$ cat src/rtl/rx_path_gearbox.sv
// Single-clock 1->N deserialiser and N->1 round/scale serialiser for the RX polyphase stage.
// Build option: define RX_GEARBOX_SAT_EN to clamp scaled results (else they wrap).

module rx_gb_scale #(
  parameter int DATA_WIDTH = 16,
  parameter int ACC_WIDTH  = 32,
  parameter int OUT_SHIFT  = 15
) (
  input  logic [ACC_WIDTH-1:0]  acc,
  output logic [DATA_WIDTH-1:0] res,
  output logic                  sat
);
  localparam logic signed [ACC_WIDTH:0] HALF = {{ACC_WIDTH{1'b0}}, 1'b1} << (OUT_SHIFT - 1);
  localparam logic signed [ACC_WIDTH:0] MAXV = {{(ACC_WIDTH+2-DATA_WIDTH){1'b0}}, {(DATA_WIDTH-1){1'b1}}};
  localparam logic signed [ACC_WIDTH:0] MINV = {{(ACC_WIDTH+2-DATA_WIDTH){1'b1}}, {(DATA_WIDTH-1){1'b0}}};

  logic signed [ACC_WIDTH:0] rnd, shr;

  // One guard bit so the rounding add never wraps.
  assign rnd = $signed({acc[ACC_WIDTH-1], acc}) + HALF;
  assign shr = rnd >>> OUT_SHIFT;

`ifdef RX_GEARBOX_SAT_EN
  always_comb begin
    sat = 1'b0;
    res = shr[DATA_WIDTH-1:0];
    if (shr > MAXV) begin
      sat = 1'b1;
      res = MAXV[DATA_WIDTH-1:0];
    end else if (shr < MINV) begin
      sat = 1'b1;
      res = MINV[DATA_WIDTH-1:0];
    end
  end
`else
  assign res = shr[DATA_WIDTH-1:0];
  assign sat = 1'b0;
`endif
endmodule

module rx_path_gearbox #(
  parameter int DATA_WIDTH        = 16,
  parameter int ACC_WIDTH         = 32,
  parameter int NUMBER_OF_PATH    = 4,
  parameter int NUMBER_OF_CHANNEL = 4,
  parameter int OUT_SHIFT         = 15
) (
  input  logic                                            clock,
  input  logic                                            reset,
  input  logic                                            sync_in,
  input  logic [DATA_WIDTH-1:0]                           s_data,
  input  logic                                            s_valid,
  output logic [DATA_WIDTH*NUMBER_OF_PATH-1:0]            par_data_out,
  output logic                                            par_valid_out,
  input  logic [ACC_WIDTH*NUMBER_OF_PATH*NUMBER_OF_CHANNEL-1:0] par_data_in,
  input  logic                                            par_valid_in,
  output logic [DATA_WIDTH*NUMBER_OF_CHANNEL-1:0]         m_data,
  output logic                                            m_valid,
  output logic                                            overflow,
  output logic                                            underflow,
  output logic                                            sat_flag
);
  localparam int IW     = $clog2(NUMBER_OF_PATH);
  localparam int SW     = ACC_WIDTH*NUMBER_OF_PATH*NUMBER_OF_CHANNEL;
  localparam int STAGES = 1;
  localparam logic [IW-1:0] LAST = IW'(NUMBER_OF_PATH - 1);

  // ---------------- deserialiser ----------------
  logic [IW-1:0] slot, wr_slot;
  logic [NUMBER_OF_PATH-1:0][DATA_WIDTH-1:0] slots, word_nxt;

  assign wr_slot = sync_in ? '0 : slot;

  always_comb begin
    word_nxt = slots;
    word_nxt[NUMBER_OF_PATH-1] = s_data;
  end

  always_ff @(posedge clock or posedge reset) begin
    if (reset) begin
      slot          <= '0;
      slots         <= '0;
      par_data_out  <= '0;
      par_valid_out <= 1'b0;
    end else begin
      par_valid_out <= 1'b0;
      if (s_valid) begin
        slots[wr_slot] <= s_data;
        if (wr_slot == LAST) begin
          slot          <= '0;
          par_data_out  <= word_nxt;
          par_valid_out <= 1'b1;
        end else begin
          slot <= wr_slot + 1'b1;
        end
      end else if (sync_in) begin
        slot <= '0;
      end
    end
  end

  // ---------------- serialiser ----------------
  logic [SW-1:0] act_q, pend_q;
  logic          act_vld, pend_vld, started, last;
  logic [IW-1:0] idx;
  logic [NUMBER_OF_CHANNEL-1:0][ACC_WIDTH-1:0]  sel_d, sel_q;
  logic [NUMBER_OF_CHANNEL-1:0][DATA_WIDTH-1:0] res_d;
  logic [NUMBER_OF_CHANNEL-1:0]                 sat_d;
  logic [STAGES:0] vld_pipe;

  assign last = act_vld && (idx == LAST);

  always_comb begin
    sel_d = '0;
    for (int c = 0; c < NUMBER_OF_CHANNEL; c++)
      sel_d[c] = act_q[(c*NUMBER_OF_PATH + int'(idx))*ACC_WIDTH +: ACC_WIDTH];
  end

  always_ff @(posedge clock or posedge reset) begin
    if (reset) begin
      act_q     <= '0;
      pend_q    <= '0;
      act_vld   <= 1'b0;
      pend_vld  <= 1'b0;
      started   <= 1'b0;
      idx       <= '0;
      sel_q     <= '0;
      overflow  <= 1'b0;
      underflow <= 1'b0;
    end else begin
      if (act_vld) begin
        sel_q <= sel_d;
        idx   <= last ? '0 : idx + 1'b1;
      end
      if (sync_in) begin
        // Flush first, then the coincident word (if any) restarts the stream.
        act_vld   <= par_valid_in;
        pend_vld  <= 1'b0;
        idx       <= '0;
        started   <= par_valid_in;
        overflow  <= 1'b0;
        underflow <= 1'b0;
        if (par_valid_in) act_q <= par_data_in;
      end else begin
        if (par_valid_in) started <= 1'b1;
        if (started && !act_vld && !par_valid_in) underflow <= 1'b1;
        if (!act_vld) begin
          if (par_valid_in) begin
            act_q   <= par_data_in;
            act_vld <= 1'b1;
          end
        end else if (last) begin
          if (pend_vld) begin
            act_q    <= pend_q;
            pend_vld <= par_valid_in;
            if (par_valid_in) pend_q <= par_data_in;
          end else if (par_valid_in) begin
            act_q <= par_data_in;
          end else begin
            act_vld <= 1'b0;
          end
        end else if (par_valid_in) begin
          if (!pend_vld) begin
            pend_q   <= par_data_in;
            pend_vld <= 1'b1;
          end else begin
            overflow <= 1'b1;
          end
        end
      end
    end
  end

  for (genvar c = 0; c < NUMBER_OF_CHANNEL; c++) begin : g_lane
    rx_gb_scale #(
      .DATA_WIDTH (DATA_WIDTH),
      .ACC_WIDTH  (ACC_WIDTH),
      .OUT_SHIFT  (OUT_SHIFT)
    ) u_lane (
      .acc (sel_q[c]),
      .res (res_d[c]),
      .sat (sat_d[c])
    );
  end

  // vld_pipe[0]: select register holds a sample; vld_pipe[STAGES]: output register.
  always_ff @(posedge clock or posedge reset) begin
    if (reset) begin
      vld_pipe <= '0;
      m_data   <= '0;
      sat_flag <= 1'b0;
    end else begin
      vld_pipe <= {vld_pipe[STAGES-1:0], act_vld};
      sat_flag <= 1'b0;
      if (vld_pipe[STAGES-1]) begin
        m_data   <= res_d;
        sat_flag <= |sat_d;
      end
    end
  end

  assign m_valid = vld_pipe[STAGES];
endmodule

$ cat config.mk
export PLATFORM = sky130hd
export DESIGN_NAME = rx_path_gearbox
export DESIGN_NICKNAME = d
export VERILOG_FILES = /design/src/rtl/rx_path_gearbox.sv
export SDC_FILE = /design/constraint.sdc
export NUM_CORES = 2
export LEC_CHECK = 0
export CAP_MARGIN = 0
export CORE_UTILIZATION = 47
export DETAILED_ROUTE_END_ITERATION = 8
export GPL_TIMING_DRIVEN = 0
export PLACE_DENSITY_LB_ADDON = 0.25
export RECOVER_POWER = 25
export SLEW_MARGIN = 20
export SYNTH_ARGS = -nofsm -noshare
export SYNTH_HDL_FRONTEND = slang
export SYNTH_HIERARCHICAL = 1
export SYNTH_SLANG_ARGS = --single-unit
$ cat constraint.sdc
create_clock -name clock -period 78.3 [get_ports clock]
set_input_delay 7.83 -clock clock [delete_from_list [all_inputs] [get_ports clock]]
set_output_delay 7.83 -clock clock [all_outputs]
set_load 0.005 [all_outputs]
=== Word-level counts from Yosys, hierarchy flattened ===
Cells that the tools add are included.

* Register bits: 1352
* Logic and storage cells: 99

* Add/sub/neg operators: 9
* Magnitude comparators: 2
* Equal/unequal tests: 7
* Shifts and indexed selects: 4
* Muxes and demuxes: 39
* Bitwise operators: 1
* Reduce and logical (&&, ||, !) cells: 16

{| class="wikitable"
|+ Operators with widths
! cell !! count
|-
| $mux W512 || 10
|-
| $shiftx A512 B11 Y31 || 2
|-
| $shiftx A512 B10 Y31 || 1
|-
| $shiftx A512 B8 Y31 || 1
|-
| $add A31 B16 Y31 const B || 4
|-
| $bwmux W64 || 1
|-
| $demux W16 S2 || 1
|-
| $mux W1 || 20
|-
| $mux W16 || 1
|-
| $mux W2 || 6
|-
| $add A4 B2 Y5 const A || 2
|-
| $reduce_bool A2 Y1 || 5
|-
| $ne A2 B2 Y1 const B || 3
|-
| $reduce_and A6 Y1 || 1
|-
| $add A2 B1 Y2 const B || 2
|-
| $add A3 B2 Y4 const A || 1
|-
| $eq A2 B2 Y1 const B || 2
|-
| $logic_and A1 B1 Y1 || 4
|-
| $reduce_and A2 Y1 || 2
|-
| $reduce_and A4 Y1 || 1
|-
| $lt A2 B3 Y1 const B || 1
|-
| $ne A3 B2 Y1 const B || 1
|-
| $reduce_bool A3 Y1 || 1
|-
| $ge A2 B1 Y1 const B || 1
|-
| other kinds (3) || 4
|}

=== Depth between registers and ports, before layout ===
* Word-level depth: 6
* Mapped depth: 8
* Gate-level depth less buffers: 5

=== Modules after synthesis ===
The synthesis kept the hierarchy.

{| class="wikitable"
|+ By module, submodules not included
! module !! instances !! cells each !! area each (um^2) !! seq. area each (um^2)
|-
| rx_path_gearbox || 1 || 5127 || 61660.4 || 33557.2
|-
| rx_gb_scale || 4 || 46 || 389.1 || 0.0
|}

=== Worst setup path after synthesis ===
No wires, ideal clock.

* Path kind: input port to flip-flop
* Start point: input port sync_in
* End point: register par_data_out[0]
* Setup time: 0.125 ns
* Arrival: 9.357 ns
* Setup slack: 68.818 ns
* Cell stages on the path: 8
* Cell sequence: buf_2 > nand2b_1 > inv_1 > ha_1 > nand2_1 > clkbuf_1 > buf_2 > mux2_2

* Longest elaborated chain between the ends: 3

{| class="wikitable"
|+ Ends and longest elaborated chain
! what !! RTL line !! text
|-
| start: declaration || 50 || <nowiki>input logic sync_in,</nowiki>
|-
| $mux W2 || -- ||
|-
| $eq A2 B2 Y1 || 89 || <nowiki>if (wr_slot == LAST) begin</nowiki>
|-
| $reduce_and A2 Y1 (no source line) || -- ||
|-
| end signal: assignment || 91 || <nowiki>par_data_out <= word_nxt;</nowiki>
|-
| end: declaration || 53 || <nowiki>output logic [DATA_WIDTH*NUMBER_OF_PATH-1:0] par_data_out,</nowiki>
|}

No other way between the ends.
A chain may end at the register's enable or synchronous reset.

==> metrics.txt <==
DR iter-0 viols 1984; Net Sw Frac 28.90%; routed vias 28200; Flop pwr share 45.0%; core box area slightly above 80000 µm²; Root Buffer clkbuf_16; total leakage power approximately 19 nW; Worst Tran Pin Value 5504 ps; internal power roughly 950 µW; final setup TNS 0 ps; Final GP Congestion just under 0.9; Die X-Extent ~290 µm; logic gate share of total power approximately 22%; RSZ-0062 raised after global routing no; critical path fanouts, max between 100 and 150; critical path data required time slightly below 80000 ps; H-tree level count 3; clock sinks around 800; vias in the first global route about 28000; final net count ~4300; final setup violation count 0; Clock power frac between 30% and 40%; worst min path class flop to flop; Syn Std Cell Area ~38000 µm²; Initial Utilization a little under half; final hold vios 0; outcome finished, violations left; Max Cap Viol 6; clock skew 27.00 ps; die height 287.3 µm; # hold bufs at CTS 0; VDD IR-drop max ~23 µV; DRT Pass-1 Iters 6; crit-path cells dlygate4sd3_1, clkinvlp_2, clkbuf_1, clkbuf_1; Top cell by count, worst path clkbuf_1; CTS Buf Count 88; crit path capture type async pin; DR WL/cell about 22 µm; final worst setup slack roughly 60000 ps; antenna violations before repair 20; relative slew slack -267.0%; Setup WS pre-CTS 67480 ps; Area growth, synth to finish 22.78%; I/O Buffers 423; largest net degree at the start of global routing about 100; switching power 386.0 µW; Avg Cell Area, Syn ~12 µm²; Slew Viols, Final 562; setup bufs post-CTS 0; CP Data Arrival Time roughly 18000 ps; CP Launch Type input pin; Worst-Skew Late Latency 660 ps; die area around 83000 µm²; clock slew at reported path FFs 60 ps; gr ovfl total 0; max incr delay on CP 4070 ps; Tot GR Track Use a little over a quarter; CP Class input pin to async pin; Vias per Instance roughly 5.7; row cnt around 100; I/O pin count ~670; drt drc 0; first-pass GRT wire length around 170000 µm; Yosys Warn Count 6; clk buf depth 3; Total Wirelength between 100000 and 150000 µm; PD cells 28.44 nW/µm²; DRT antenna net count 0; HPWL after DPL 79820 µm; Gate Count Post-Synth around 3300; Max Clk Rate between 50 and 60 MHz; hold_ws 457.5 ps; syn nets between 3000 and 4000; layout cells sized above 1 around a fifth; Worst path slowest cell clkbuf_1; TritonCTS clock tree yes; violations in the final reports capacitance limit, slew limit; post-CTS sizing 0; crit path time final approximately 18000 ps; Tcrit/Tclk final a little under a quarter
==> registers in the layout (all words and copies together) (netlist names), 2 cells and up <==
| signal | flops |
|---|---|
| act_q | 272 |
| idx | 2 |
| m_data | 64 |
| par_data_out | 64 |
| pend_q | 272 |
| sel_q | 68 |
| slot | 2 |
| slots | 48 |
| vld_pipe | 2 |
==> worst max-delay path, delay by kind of cell <==
family | cells | cell delay, ps
buffers and inverters | 4 | 9770
==> area by class of cell <==
| class | instances | area [µm²] |
|---|---|---|
| Timing Repair Buffer | 431 | 4335 |
| Tap cell | 1060 | 1326 |
| Antenna cell | 4 | 10.01 |
| Clock buffer | 128 | 2603 |
| Clock inverter | 32 | 462.9 |
| Fill cell | 6745 | 33580 |
| Buffer | 414 | 1792 |
| Inverter | 15 | 57.56 |
| Multi-Input combinational cell | 2022 | 16330 |
| Sequential cell | 801 | 20040 |
==> worst paths after layout <==
| check | startpoint | to | slack, ps | cells after the start |
|---|---|---|---|---|
| max in group clock | sync_in | pend_q[21] | 67930 | 6 |
| min in group asynchronous | reset | pend_q[56] | 8420 | 2 |
| setup reg to reg | idx[0] | pend_q[21] | 75210 | 6 |
| setup / recovery | reset | act_q[438] | 59930 | 4 |
| hold / removal | act_vld | vld_pipe[0] | 460 | 0 |
| hold reg to reg | act_vld | vld_pipe[0] | 460 | 0 |
==> cell usage in the layout, fill, tap and decap left out, types with 5 or more instances in the layout <==
master and count:
dfrtp_1 801, mux2_2 448, clkdlybuf4s50_1 421, nand2b_1 347
clkbuf_1 289, nand3_1 289, a21oi_1 274, a221o_1 272
mux2i_1 137, clkbuf_16 88, o221ai_1 68, buf_2 61
xor2_1 45, buf_4 43, buf_1 41, nand2_1 25
clkbuf_8 25, nor2_1 22, xnor2_1 17, clkinv_2 16
inv_1 14, nor3_1 13, ha_1 9, bufinv_16 8
nand4_4 8, nor4_4 8, nor4_2 8, nand4_2 7
nand4_1 5
==> layer usage <==
metal	wire length, µm	GRT usage (%)	vias to the layer above
li1	-	-	12900
met1	48060	36.56	14260
met3	7577	5.984	182
met2	51430	42.28	826
met4	2503	6.582	28
met5	198	0	-
==> per-stage QoR <==
| step | total power, mW | util, % | area [µm²] | cells |
|---|---|---|---|---|
| 2_1_floorplan | 0.7671 | - | 38250 | 3252 |
| 3_3_place_gp | 0.8980 | 54.39 | 43810 | 4735 |
| 3_5_place_dp | 0.9069 | 54.67 | 44040 | 4743 |
| 4_1_cts | 1.347 | 58.48 | 47100 | 4903 |
| 5_1_grt | 1.400 | 58.30 | 46960 | 4904 |
| 6_report | 1.336 | 58.31 | 46970 | 4907 |
==> power by group through the flow <==
stage	Clock (mW)	Sequential (mW)	Combinational, mW
after global routing	0.461	0.616	0.323
after global placement	0	0.606	0.292
after CTS	0.445	0.601	0.301
after floorplan	0	0.588	0.179
final	0.436	0.601	0.298
after detailed placement	0	0.607	0.300
Power figures use the tool's default switching activity.
